$ cat src/rtl/phy_tx_lane_sched.sv
`default_nettype none
// ============================================================================
//  Module   : phy_tx_lane_sched
//  Purpose  : Round-robin byte scheduler that merges four byte requesters into
//             one registered byte stream (data/valid/K flag) for the PHY TX
//             serializer front end. Optional periodic SKP ordered-set
//             insertion (COM, SKP, SKP, SKP) is built when the macro
//             PHY_TX_SKP_INSERT_EN is defined.
//  Revision : 1.0 - initial release
// ============================================================================
module phy_tx_lane_sched #(
  parameter int unsigned SKP_INTERVAL = 16,
  parameter logic [7:0]  COM_SYM      = 8'hBC,
  parameter logic [7:0]  SKP_SYM      = 8'h1C
) (
  input  logic       clk,
  input  logic       reset,
  input  logic [7:0] In0,
  input  logic [7:0] In1,
  input  logic [7:0] In2,
  input  logic [7:0] In3,
  input  logic       valid0,
  input  logic       valid1,
  input  logic       valid2,
  input  logic       valid3,
  output logic       ready0,
  output logic       ready1,
  output logic       ready2,
  output logic       ready3,
  output logic [7:0] data_out,
  output logic       valid_out,
  output logic       k_out,
  output logic [1:0] grant_id
);

  logic [3:0] w_valid;
  logic [3:0] w_ready;
  logic [1:0] w_idx;
  logic [1:0] w_gnt;
  logic       w_xfer;
  logic [7:0] w_din;
  logic       w_in_arb;
  logic [7:0] w_sym;

  logic [1:0] r_ptr;
  logic [7:0] r_data;
  logic       r_valid;
  logic [1:0] r_gid;

  assign w_valid = {valid3, valid2, valid1, valid0};

`ifdef PHY_TX_SKP_INSERT_EN
  typedef enum logic [2:0] {
    ST_ARB     = 3'd0,
    ST_SKP_COM = 3'd1,
    ST_SKP_1   = 3'd2,
    ST_SKP_2   = 3'd3,
    ST_SKP_3   = 3'd4
  } state_t;

  state_t     r_state;
  state_t     w_state_nxt;
  logic [7:0] r_skp_cnt;
  logic [7:0] w_skp_cnt_nxt;
  logic       r_k;

  // State and SKP interval counter registers
  always_ff @(posedge clk) begin
    if (reset) begin
      r_state   <= ST_ARB;
      r_skp_cnt <= 8'h00;
    end else begin
      r_state   <= w_state_nxt;
      r_skp_cnt <= w_skp_cnt_nxt;
    end
  end

  // Next-state logic: count ARB cycles, then walk the four-symbol ordered set
  always_comb begin
    w_state_nxt   = r_state;
    w_skp_cnt_nxt = r_skp_cnt;
    w_in_arb      = 1'b0;
    w_sym         = SKP_SYM;
    case (r_state)
      ST_ARB: begin
        w_in_arb = 1'b1;
        if (r_skp_cnt == 8'(SKP_INTERVAL - 1)) begin
          w_skp_cnt_nxt = 8'h00;
          w_state_nxt   = ST_SKP_COM;
        end else begin
          w_skp_cnt_nxt = r_skp_cnt + 8'd1;
        end
      end
      ST_SKP_COM: begin
        w_sym       = COM_SYM;
        w_state_nxt = ST_SKP_1;
      end
      ST_SKP_1: w_state_nxt = ST_SKP_2;
      ST_SKP_2: w_state_nxt = ST_SKP_3;
      ST_SKP_3: w_state_nxt = ST_ARB;
      default:  w_state_nxt = ST_ARB;
    endcase
  end

  // K flag is set exactly for the cycles that carry an ordered-set symbol
  always_ff @(posedge clk) begin
    if (reset) begin
      r_k <= 1'b0;
    end else begin
      r_k <= ~w_in_arb;
    end
  end

  assign k_out = r_k;
`else
  logic w_unused_cfg;

  assign w_in_arb     = 1'b1;
  assign w_sym        = 8'h00;
  assign k_out        = 1'b0;
  assign w_unused_cfg = ^{8'(SKP_INTERVAL), COM_SYM, SKP_SYM};
`endif

  // Priority search starting at the pointer; the last hit written (k=0) is the
  // first lane in round-robin order, so it wins
  always_comb begin
    w_idx  = r_ptr;
    w_gnt  = r_ptr;
    w_xfer = 1'b0;
    if (!reset && w_in_arb) begin
      for (int k = 3; k >= 0; k--) begin
        w_idx = r_ptr + 2'(k);
        if (w_valid[w_idx]) begin
          w_gnt  = w_idx;
          w_xfer = 1'b1;
        end
      end
    end
    w_ready = w_xfer ? (4'b0001 << w_gnt) : 4'b0000;
  end

  // Byte select for the granted lane
  always_comb begin
    case (w_gnt)
      2'd0:    w_din = In0;
      2'd1:    w_din = In1;
      2'd2:    w_din = In2;
      default: w_din = In3;
    endcase
  end

  // Output register and round-robin pointer update
  always_ff @(posedge clk) begin
    if (reset) begin
      r_ptr   <= 2'd0;
      r_data  <= 8'h00;
      r_valid <= 1'b0;
      r_gid   <= 2'd0;
    end else if (w_in_arb) begin
      if (w_xfer) begin
        r_data  <= w_din;
        r_valid <= 1'b1;
        r_gid   <= w_gnt;
        r_ptr   <= w_gnt + 2'd1;
      end else begin
        r_data  <= 8'h00;
        r_valid <= 1'b0;
      end
    end else begin
      r_data  <= w_sym;
      r_valid <= 1'b1;
    end
  end

  assign {ready3, ready2, ready1, ready0} = w_ready;
  assign data_out  = r_data;
  assign valid_out = r_valid;
  assign grant_id  = r_gid;

endmodule
`default_nettype wire

$ cat config.mk
export PLATFORM = sky130hd
export DESIGN_NAME = phy_tx_lane_sched
export DESIGN_NICKNAME = d
export VERILOG_FILES = /design/src/rtl/phy_tx_lane_sched.sv
export SDC_FILE = /design/constraint.sdc
export NUM_CORES = 1
export LEC_CHECK = 0
export ABC_AREA = 1
export BUFFER_PORTS_ARGS = -buffer_cell sky130_fd_sc_hd__buf_4
export CAP_MARGIN = 20
export CORE_AREA = 8 8 56 58
export CTS_CLUSTER_SIZE = 28
export DETAILED_ROUTE_END_ITERATION = 16
export DIE_AREA = 0 0 64 66
export PLACE_DENSITY = 0.73
export SLEW_MARGIN = 20
export SYNTH_ARGS = -nofsm -noshare
export SYNTH_HDL_FRONTEND = slang
export SYNTH_SLANG_ARGS = --single-unit
$ cat constraint.sdc
create_clock -name clk -period 2.65 [get_ports clk]
set_input_delay 0.3975 -clock clk [delete_from_list [all_inputs] [get_ports clk]]
set_output_delay 0.3975 -clock clk [all_outputs]
set_load 0.1 [all_outputs]
; Word level (Yosys, flattened, before mapping)
; Index checks and enable logic that the tools add are counted.
[totals]
ff_bits = 13
inputBits = 38
output_inout_bits = 16
elab_cells = 39
[op_classes]
add_sub_neg = 4
n_lt_le_gt_ge = 4
n_eq_ne = 2
shifts = 1
mux = 21
bitwise_logic = 1
n_reduce_logical = 2
[op_table]
columns = cell, n
row1 = $pmux W8 S3, 1
row2 = $lt A2 B3 Y1 const B, 4
row3 = $mux W1, 10
row4 = $mux W2, 5
row5 = $bmux W1 S2, 4
row6 = $add A2 B1 Y2 const B, 2
row7 = $add A2 B2 Y2 const B, 2
row8 = $mux W4, 1
row9 = $shl A1 B2 Y4 const A, 1
row10 = $eq A2 B1 Y1 const B, 1
row11 = $eq A2 B2 Y1 const B, 1
row12 = $logic_not A2 Y1, 1
row13 = $reduce_or A2 Y1, 1
row14 = $not A1 Y1, 1

; Longest topological paths before layout
; Gate-level depths: netlist (run 1).
[depth]
ltp_word = 10
depth_mapped = 16
depth_no_buf = 15

; Worst setup path after synthesis (run 1)
; OpenSTA, ideal clock, no wires.
[synth_path]
kind = register to output
start = reg r_ptr[0]
end = out ready2
t_arrival_ns = 2.819
required_ns = 2.253
slack_ns = -0.567
path_stages_with_launch = 14
n_path_buf = 2
cell_sequence = dfxtp_1 > buf_4 > nand2_1 > nand2_1 > nand2_1 > nand2_1 > nand2_1 > nand3_1 > nand2_1 > a22oi_1 > ha_1 > buf_1 > inv_1 > nor2_1
[synth_between]
elab_chain_len = 10
word_cells_on_any_way = 23
classes_between = add/sub: 3 / shift: 1 / mux: 19
[synth_rtl]
columns = element, line_no
row1 = from (decl), 45  ; logic [1:0] r_ptr;
row2 = from (signal assigned), 164  ; r_ptr <= w_gnt + 2'd1;
row3 = $add A2 B2 Y2, 132  ; w_idx = r_ptr + 2'(k);
row4 = $bmux W1 S2, 133  ; if (w_valid[w_idx]) begin
row5 = $mux W1 (implied by the code), 133
row6 = $mux W2 (3 in a row), 133
row7 = $mux W2 *, 133
row8 = $mux W2 *, 130  ; if (!reset && w_in_arb) begin
row9 = named net w_gnt[1], 39  ; logic [1:0] w_gnt;
row10 = $shl A1 B2 Y4 *, 139  ; w_ready = w_xfer ? (4'b0001 << w_gnt) : 4'b0000;
row11 = $mux W4 *, 139
row12 = to (decl), 28  ; output logic ready2,
; Mark *: on every way through the listed nets, which the timed path passes. The rest lies on a longest branch. The select of a mux whose other input is x is not followed.

; Worst setup path in the final report (run 1)
[layout_path]
start = reg r_ptr[0]
end = out ready1
[layout_between]
elab_chain_len = 10
word_cells_on_any_way = 23
classes_between = add/sub: 3 / shift: 1 / mux: 19
[layout_rtl]
columns = element, line_no
row1 = $add A2 B2 Y2, 132
row2 = $bmux W1 S2, 133
row3 = $mux W1 (implied by the code), 133
row4 = $mux W2 (4 in a row), 133
row5 = $mux W2 *, 130
row6 = named net w_gnt[0], 39
row7 = $shl A1 B2 Y4 *, 139
row8 = $mux W4 *, 139
row9 = to (decl), 27  ; output logic ready1,
; Marked as above.

==> results of run 1 <==
report_power, final:
part | internal, uW | total (uW) | switching (uW)
clock | 55.9 | 120 | 64.2
combinational | 228 | 740 | 511
sequential | 233 | 251 | 17.6
stage by stage:
stage	total power, uW	TNS (ns)	setup WS (ns)
floorplan	772.3	-0.1244	-0.1244
global placement	937.2	0	0.1216
detailed placement	943.3	0	0.06571
CTS	1080	0	0.006996
global route	1179	-0.01666	-0.008567
finish	1111	0	0.1353
worst paths after layout:
path	startpoint	to	slack (ns)	cells past startpoint
setup / recovery	r_ptr[0]	ready1	0.14	13
hold / removal	In3[5]	data_out[5]	0.36	3
setup reg to reg	r_ptr[0]	data_out[6]	0.50	15
hold reg to reg	grant_id[1]	grant_id[1]	0.49	2
registers in the layout, summed over array words and instances, names as in the netlist:
register and count:
data_out 8, r_ptr 2, valid_out 1, grant_id 2
tightest hold or removal path, stage by stage:
cell     delay (ns)
buf_4          0.07
o21ai_0        0.06
nor2_1         0.07
layout by cell type (no fill, tap or decap), types with 2 or more instances in the layout:
| cell type | n |
|---|---|
| buf_4 | 56 |
| nand2_1 | 49 |
| inv_1 | 13 |
| nand3_1 | 11 |
| dfxtp_1 | 11 |
| o21ai_0 | 10 |
| a221oi_1 | 8 |
| nor2_1 | 8 |
| nand2_2 | 4 |
| nor2_4 | 4 |
| ha_2 | 3 |
| clkbuf_4 | 3 |
| buf_12 | 3 |
| inv_2 | 2 |
| nor2_2 | 2 |
| and2_4 | 2 |
| a21oi_1 | 2 |
| ha_1 | 2 |
repair_timing:
action / in CTS / in global routing
resized for setup: 9 / 19
endpoints found under the setup margin: 4 / 4
pin swaps: 0 / 2
setup buffers: 0 / 3
hold buffers: 0 / 0
routing by layer:
metal / up-vias / routed length, um
met5: - / 0
met4: 0 / 17
met3: 2 / 294
met2: 41 / 1379
met1: 491 / 1259
li1: 585 / -
cell type report:
class	instances	area [um^2]
tap	30	37.54
sequential	13	265.3
fill	203	814.5
timing repair buffer	60	491.7
clock buffer	3	22.52
multi-input combinational	110	619.3
clock inverter	1	5.005
inverter	16	63.81
cell families after synthesis:
kind of cell / after synthesis
buffers and inverters: 23
flip-flops: 13
adder cells (fa/ha/maj): 5
other: 1
AND/OR/NAND/NOR: 81
AO/OA/AOI/OAI: 23
==> results.md, run 1 <==
* Compound-Gate Fraction of Synth Area at 0.1637
* CP max stage delay at roughly 0.37 ns
* Post-Synth Adder-Cell Area at 0.06766
* CP startpoint kind: flop
* Vias per Instance at roughly 4.8
* Clock tree sinks at 13
* Async set or reset register ratio after synthesis at 0
* Starting DRT DRC Count at 47
* Die width at between 60 and 70 um
* Seq/Total Area, Yosys at 0.2815
* Met2 Use GR at 0.2359
* CTS max path bufs at 2
* Largest net degree at the start of global routing at 14
* Placed cells at between 200 and 250
* Synth Area in XOR/XNOR at 0
* Critical Path, Cell by Cell: buf_4 > nand2_1 > nand3_1 > nand2_1 > nor2_2 > nand2_1 > nand2_1 > nand2_2 > inv_2 > ha_2 > inv_1 > nor2_4 > buf_12
* Worst hold path class: primary input to flop
* Antenna violations before repair at 0
* Crit path top cell by count: nand2_1
* CP endpoint kind: output port
* Min Tclk post-route at around 2.5 ns
* Endpoints failing setup at 0
* Placer Congestion at between 1 and 1.5
* Antenna cells at 0
* Placed Area at between 1000 and 1500 um^2
* Vias in the first global route at roughly 1200
* Overall routed net length at slightly below 3000 um
* M3 GR Usage at 0.07627
* CTS H-tree lvls at 1
* Post-Synthesis Cells at 146
* Vias at about 1100
* Starting Density at 0.3986
* CTS Buf Count at 3
* CP max FO at 10
* Worst-skew pair later-pin latency at approximately 0.27 ns
* Post-synth EDFFs at 0
* Clock skew at ~0.0036 ns
* Post-DRT Antenna Nets at 0
* Clock-pin slew on the worst setup and hold paths at 0.08 ns
* Share of the synthesized area in the top cell type at 0.2815
* Ports at 54
* Post-DP HPWL at ~2400 um
* GRT met1 Usage at 0.1532
* Ys flop type: dfxtp_1
* Top-count cell post-synth: nand2_1
* #FFs+latches synth at 13
* Leading area contributor after synthesis: dfxtp_1
* Warnings from Yosys at 0
* Max Slew Vio Count at 0
* CP Class: flop to output port
* Layout cells sized above 1 at 0.4335
* Hold_ws at 0.3597 ns
* Mux contribution to synthesized area at 0
* CP max-delay cell: dfxtp_4
* Nets at between 200 and 250
* Root Driver: clkbuf_4
* Layout area overhead at 62.79%
* Post-Layout Inst Area at approximately 1500 um^2
* Critical Path AT at around 2.1 ns
* Port bufs at 52
* Post-DR wirelength/cell at around 13 um
* Synth top cells by count: 52 x nand2_1, 16 x inv_1, 13 x dfxtp_1, 13 x nor2_1
* Post-Synth Simple-Gate Area at 0.3735
* DRC viols at 0
* Max-cap violations at 0
* Die Span Y at roughly 66 um
* Total GRT Usage at 0.1407
* Status: complete, no violations
* Top cell family by delay on the critical path: simple AND/OR/NAND/NOR gates
* Final core utilization at 0.6489
* Std-Cell Core Area at 2320 um^2
* GRT Max-Usage Layer: met2
* Die area at 4224 um^2
* Mapped Area at 924.6 um^2
* P_leak at 0.0007939 uW
* Core Rows at 18
* Peak VDD IR at roughly 0.46 mV
* First-pass GRT wire length at 4968 um
* Final cycle utilization of the critical path at 0.9489
* Initial DRT Pass Iterations at 4
* Synth Net Count at 189
* Synth top area cells: dfxtp_1 28%, nand2_1 21%, a221oi_1 7.6%
* Yosys cell types at 20
* Buffers & Inverters on Critical Path at 4
* Final hold vios at 0
* Max Freq at 397.7 MHz
* Worst Path Required at approximately 2.3 ns
* CTS tree: yes
* Power Dens Cells at between 700 and 800 nW/um^2
* GRT overflow at 0
* Final Non-Filler Cells at about 230
* Main combinational cell family by area after synthesis: simple AND/OR/NAND/NOR gates
* Syn_area_per_cell at between 6 and 7 um^2
No activity file was read; power rests on OpenSTA's default activity.
==> run 2: changes to the inputs <==
--- a/config.mk
+++ b/config.mk
@@ -8,11 +8,11 @@
 export ABC_AREA = 1
 export BUFFER_PORTS_ARGS = -buffer_cell sky130_fd_sc_hd__buf_4
 export CAP_MARGIN = 20
-export CORE_AREA = 8 8 56 58
+export CORE_AREA = 8 8 54 56
 export CTS_CLUSTER_SIZE = 28
 export DETAILED_ROUTE_END_ITERATION = 16
-export DIE_AREA = 0 0 64 66
-export PLACE_DENSITY = 0.73
+export DIE_AREA = 0 0 62 64
+export PLACE_DENSITY = 0.79
 export SLEW_MARGIN = 20
 export SYNTH_ARGS = -nofsm -noshare
 export SYNTH_HDL_FRONTEND = slang
==> constraint.sdc (replaced) <==
create_clock -name clk -period 3 [get_ports clk]
set_input_delay 0.45 -clock clk [delete_from_list [all_inputs] [get_ports clk]]
set_output_delay 0.45 -clock clk [all_outputs]
set_load 0.1 [all_outputs]
==> run 2 against run 1 <==
  * First-iteration DRC count fell by 47%
  * Sequential power decreased by 11%
  * Largest cell class unchanged
  * Flip-flop and latch count unchanged
  * Largest power group unchanged
  * Final cell count decreased by 3.0%
  * Via count shrank 0.18%
==> results.md, run 2 (synthesis results as in run 1) <==
* DRC viols at 0 (unchanged)
* Vias in the first global route at 1094 (-9.6%)
* Layout area overhead at 48.04%
* First-pass GRT wire length at 4533 um (-8.8%)
* Min Tclk post-route at roughly 2.7 ns
* Final hold vios at 0 (unchanged)
* Ports at 54 (unchanged)
* Overall routed net length at 2810 um (-4.7%)
* Top cell family by delay on the critical path: simple AND/OR/NAND/NOR gates
* CTS H-tree lvls at 1 (unchanged)
* Vias at 1117 (-0.18%)
* Largest net degree at the start of global routing at 17 (+3)
* Leading cell type in the layout, fill and taps excluded: buf_4
* Max Slew Vio Count at 0 (unchanged)
* Max Freq at roughly 370 MHz
* Largest register FFs at 8 (unchanged)
* Power Dens Cells at 678.0 nW/um^2 (-8.1%)
* Final Non-Filler Cells at 226 (-3.0%)
* Setup slack at placement at 0.4578 ns (+0.3921 ns)
* Clock skew at 0.002351 ns (-0.001210 ns)
* Post-DR wirelength/cell at 12.43 um (-1.8%)
* Total GRT Usage at 0.1454 (+0.004710)
* Critical Path AT at 2.27 ns (+0.15 ns)
* CTS max path bufs at 2 (unchanged)
* Max-cap violations at 0 (unchanged)
* Placed cells at 222 (-1.8%)
* Post-DP HPWL at 2343 um (-3.4%)
* Starting Density at 0.4391 (+0.04050)
* Peak VDD IR at 0.4011 mV (-13%)
* Status: complete, no violations
* CP max stage delay at 0.44 ns (+0.07 ns)
* GRT overflow at 0 (unchanged)
* P_leak at 0.0007629 uW (-3.9%)
* Core Rows at 17 (-1)
* Most frequent cells in the layout: 55 x buf_4, 52 x nand2_1, 16 x inv_1
* Worst hold path class: primary input to flop
* Std-Cell Core Area at 2106 um^2 (-9.2%)
* CTS Buf Count at 3 (unchanged)
* Worst Path Required at 2.55 ns (+0.30 ns)
* Final cycle utilization of the critical path at 0.9081
* CP max FO at 11 (+1)
* RSZ-0062 raised after global routing: no
* Placer Congestion at 0.8997 (-11%)
* Die Span Y at 64 um (-3.0%)
* Clock-pin slew on the worst setup and hold paths at 0.08 ns (about the same)
* Nets at 242 (-2.0%)
* CP Class: flop to output port
* Port bufs at 52 (unchanged)
* Initial DRT Pass Iterations at 4 (unchanged)
* Hold_ws at 0.4109 ns (+0.05114 ns)
* Vias per Instance at 4.942 (+2.9%)
* CP max-delay cell: dfxtp_2
* Worst-skew pair later-pin latency at 0.28 ns (about the same)
* Endpoints failing setup at 0 (unchanged)
* Starting DRT DRC Count at 25 (-47%)
* CTS tree: yes
* Die width at 62 um (-3.1%)
* Critical Path, Cell by Cell: inv_1 > nand2_1 > nand2_1 > nand2_1 > nand2_1 > nor2_1 > nand2_1 > nand2_1 > nand2_1 > inv_1 > ha_1 > inv_1 > nor2_2 > buf_4
* Antenna violations before repair at 0 (unchanged)
* Layout cells sized above 1 at 0.3485 (-0.08501)
* Total negative setup slack at 0 ns (unchanged)
* CP endpoint kind: output port
* Crit path top cell by count: nand2_1
* Buffers & Inverters on Critical Path at 4 (unchanged)
* Final WS setup at 0.2758 ns (+0.1404 ns)
* Root Driver: clkbuf_4
* Post-DRT Antenna Nets at 0 (unchanged)
* Die area at 3968 um^2 (-6.1%)
* Clock tree sinks at 13 (unchanged)
* CP startpoint kind: flop
* Antenna cells at 0 (unchanged)
==> run 2: layout make-up <==
type / instances / area (um^2)
fill: 190 / 737.0
timing repair buffer: 55 / 412.9
sequential: 13 / 261.5
clock buffer: 4 / 26.28
tap: 28 / 35.03
multi-input combinational: 110 / 573.1
inverter: 16 / 60.06
==> run 2: worst paths after layout <==
check / start / slack, ns / cells past startpoint / end
max: r_ptr[0] / 0.28 / 14 / ready1
min reg2reg: grant_id[1] / 0.48 / 2 / grant_id[1]
max reg2reg: r_ptr[0] / 0.61 / 14 / data_out[6]
min: In3[2] / 0.41 / 3 / data_out[2]
==> run 2: what timing repair did <==
item	in CTS	in global routing
resized for setup	0	1
buffers inserted	0	0
hold buffers	0	0
endpoints found under the setup margin	0	4
==> run 2: metrics by stage <==
step,utilization,cell area (um^2),power (uW)
finish,0.6500,1369,928.1
global route,0.6500,1369,982.1
CTS,0.6494,1368,930.8
detailed placement,0.6370,1341,819.5
global placement,0.6370,1341,813.9
floorplan,-,934.6,677.8
==> run 2: where the power goes <==
| group | total [uW] | internal, uW | switching (uW) |
|---|---|---|---|
| Combinational | 592 | 165 | 427 |
| Sequential | 223 | 206 | 17.6 |
| Clock | 113 | 51.6 | 61.5 |
| Total | 928 | 422 | 506 |
==> run 2: metal layers <==
metal / up-vias / track usage / wire length (um)
li1: 573 / - / -
met1: 492 / 0.1628 / 1132
met2: 46 / 0.2406 / 1392
met3: 6 / 0.04400 / 217
met4: 0 / 0.06553 / 68
met5: - / 0 / 0
==> run 2: tightest hold or removal path: cells and delay by family <==
kind,cells,cell delay [ns]
buffers and inverters,1,0.08
AND/OR/NAND/NOR,1,0.07
AO/OA/AOI/OAI,1,0.06
==> run 3: changes to the inputs <==
--- a/config.mk
+++ b/config.mk
@@ -6,7 +6,7 @@
 export NUM_CORES = 1
 export LEC_CHECK = 0
 export ABC_AREA = 1
-export BUFFER_PORTS_ARGS = -buffer_cell sky130_fd_sc_hd__buf_4
+export BUFFER_PORTS_ARGS = -buffer_cell sky130_fd_sc_hd__buf_2
 export CAP_MARGIN = 20
 export CORE_AREA = 8 8 54 56
 export CTS_CLUSTER_SIZE = 28
==> run 3 against run 2 <==
  * Register-to-register slack got worse by 0.04 ns
  * Sequential power barely moved
  * Die area did not move
  * Highest routed layer unchanged
==> results.md, run 3 (synthesis results as in run 1) <==
* Port bufs at 52 (unchanged)
* Vias per Instance at 4.996 (+1.1%)
* Overall routed net length at 2793 um (-0.60%)
* Top routing layer in use: met4
* CP endpoint kind: output port
* WL met1 at 1164 um (+2.8%)
* Root Driver: clkbuf_4
* Largest register FFs at 8 (unchanged)
* Combinational power share at 0.638 (about the same)
* Total negative setup slack at 0 ns (unchanged)
* Met2 routed WL at 1329 um (-4.5%)
* Clk network pwr share at 0.118 (-0.004)
* Max Freq at 365.0 MHz (-0.56%)
* Clock tree sinks at 13 (unchanged)
* # Post-CTS Setup Buffers at 0 (unchanged)
* Multi-input logic area at 573.1 um^2 (unchanged)
* Max Slew Vio Count at 0 (unchanged)
* Die width at 62 um (unchanged)
* Total Power at 911.3 uW (-1.8%)
* First-pass GRT wire length at 4581 um (+1.1%)
* CP max stage delay at 0.44 ns (about the same)
* Crit path top cell by count: nand2_1
* P_int at 405.8 uW (-3.8%)
* CP Class: flop to output port
* Critical Path AT at 2.29 ns (+0.02 ns)
* Vias at 1134 (+1.5%)
* CTS H-tree lvls at 1 (unchanged)
* P_leak at 0.0007410 uW (-2.9%)
* Worst Path Required at 2.55 ns (about the same)
* Setup slack at placement at 0.3082 ns (-0.1497 ns)
* Post-DR wirelength/cell at 12.30 um (-1.0%)
* DRC viols at 0 (unchanged)
* Die area at 3968 um^2 (unchanged)
* Final cycle utilization of the critical path at 0.9132 (+0.005091)
* Core Rows at 17 (unchanged)
* Min Tclk post-route at 2.740 ns (+0.01527 ns)
* Worst hold path class: primary input to flop
* Antenna violations before repair at 0 (unchanged)
* Leading cell type in the layout, fill and taps excluded: nand2_1
* Sw Pwr at 505.6 uW (-0.13%)
* Routed met3 length at 258 um (+19%)
* Clock-pin slew on the worst setup and hold paths at 0.08 ns (about the same)
* Fillcell total at 196 (+3.2%)
* Status: complete, no violations
* Post-DP HPWL at 2301 um (-1.8%)
* Initial DRT Pass Iterations at 4 (unchanged)
* Endpoints failing setup at 0 (unchanged)
* CTS max path bufs at 2 (unchanged)
* Switching share of power at 0.5548 (+0.009277)
* Antenna cells at 0 (unchanged)
* Layout area overhead at 39.92%
* CTS tree: yes
* Top cell family by delay on the critical path: simple AND/OR/NAND/NOR gates
* Vias in the first global route at 1152 (+5.3%)
* Starting Density at 0.4391 (unchanged)
* CTS Buf Count at 3 (unchanged)
* CP max-delay cell: dfxtp_2
* Final hold vios at 0 (unchanged)
* Storage cell area at 261.5 um^2 (unchanged)
* Worst-skew pair later-pin latency at 0.27 ns (about the same)
* CP startpoint kind: flop
* Largest net degree at the start of global routing at 17 (unchanged)
* Die Span Y at 64 um (unchanged)
* Final WS setup at 0.2605 ns (-0.01527 ns)
* Most frequent cells in the layout: 52 x nand2_1, 48 x buf_2, 16 x inv_1
* Power Dens Cells at 704.4 nW/um^2 (+3.9%)
* Nets at 243 (+0.41%)
* Post-DRT Antenna Nets at 0 (unchanged)
* GRT overflow at 0 (unchanged)
* Starting DRT DRC Count at 46 (+84%)
* Max-cap violations at 0 (unchanged)
* CP max FO at 11 (unchanged)
* Peak VDD IR at 0.4081 mV (+1.7%)
* Clock skew at 0.001475 ns (-0.0008761 ns)
* Layout cells sized above 1 at 0.3518 (+0.003274)
* Std-Cell Core Area at 2106 um^2 (unchanged)
* Sequential share of power at 0.243 (+0.002)
* RSZ-0062 raised after global routing: no
* Critical Path, Cell by Cell: inv_1 > nand2_1 > nand2_1 > nand2_1 > nand2_1 > nor2_1 > nand2_1 > nand2_1 > nand2_1 > inv_1 > ha_1 > inv_1 > nor2_2 > buf_4
* Placer Congestion at 0.9286 (+3.2%)
* Total GRT Usage at 0.1439 (-0.001447)
* Buffers & Inverters on Critical Path at 4 (unchanged)
* Ports at 54 (unchanged)
-- run 3: cell types whose count changed in the layout (fill, tap and decap cells not counted) --
cell,before,now
buf_12,0,3
buf_2,0,48
buf_4,55,5
-- run 3: per-layer routing --
| metal | vias up | GRT usage |
|---|---|---|
| li1 | 571 | - |
| met1 | 486 | 0.1793 |
| met2 | 69 | 0.2303 |
| met3 | 8 | 0.03600 |
| met4 | 0 | 0.04843 |
| met5 | - | 0 |
-- run 3: power groups by stage --
stage / Combinational (uW) / Clock (uW) / Sequential [uW]
6_report: 582 / 108 / 222
5_1_grt: 622 / 118 / 225
4_1_cts: 583 / 111 / 221
3_5_place_dp: 579 / 0 / 225
3_3_place_gp: 575 / 0 / 224
2_1_floorplan: 250 / 0 / 428
-- run 3: cell type report --
cell class,count,area share
timing repair buffer,56,0.2611
multi-input combinational,110,0.4429
tap,28,0.02708
sequential,13,0.2021
clock buffer,4,0.02031
inverter,16,0.04642
-- run 3: path summary, 6_finish.rpt --
kind	startpoint	to	slack (ns)	depth (start not counted)
worst max-delay path	r_ptr[0]	ready3	0.26	14
worst min-delay path	In3[4]	data_out[4]	0.41	3
worst max register to register	r_ptr[0]	data_out[6]	0.57	14
worst min register to register	grant_id[1]	grant_id[1]	0.47	2
-- run 3: worst reg2reg max path, stage by stage (launching register included) --
cell and delay [ns]:
dfxtp_2 0.44, inv_1 0.17, nand2_1 0.09, nand2_1 0.04
nand2_1 0.12, nand2_1 0.07, nor2_1 0.12, nand3_1 0.11
nand2_1 0.15, inv_1 0.10, ha_1 0.18, inv_1 0.31
nand2_1 0.10, a221oi_1 0.24, nor2_1 0.08
-- run 3: what timing repair did --
action	CTS	global route
setup endpoints to repair	1	2
gates resized for setup	1	1
hold buffers	0	0
-- run 3: stage by stage --
stage	cell area, um^2	hold WS [ns]	util	cells
2_1_floorplan	934.6	0.5961	-	146
3_3_place_gp	1264	0.4539	0.6001	223
3_5_place_dp	1264	0.4614	0.6001	223
4_1_cts	1292	0.4084	0.6138	227
5_1_grt	1294	0.4204	0.6144	227
6_report	1294	0.4145	0.6144	227
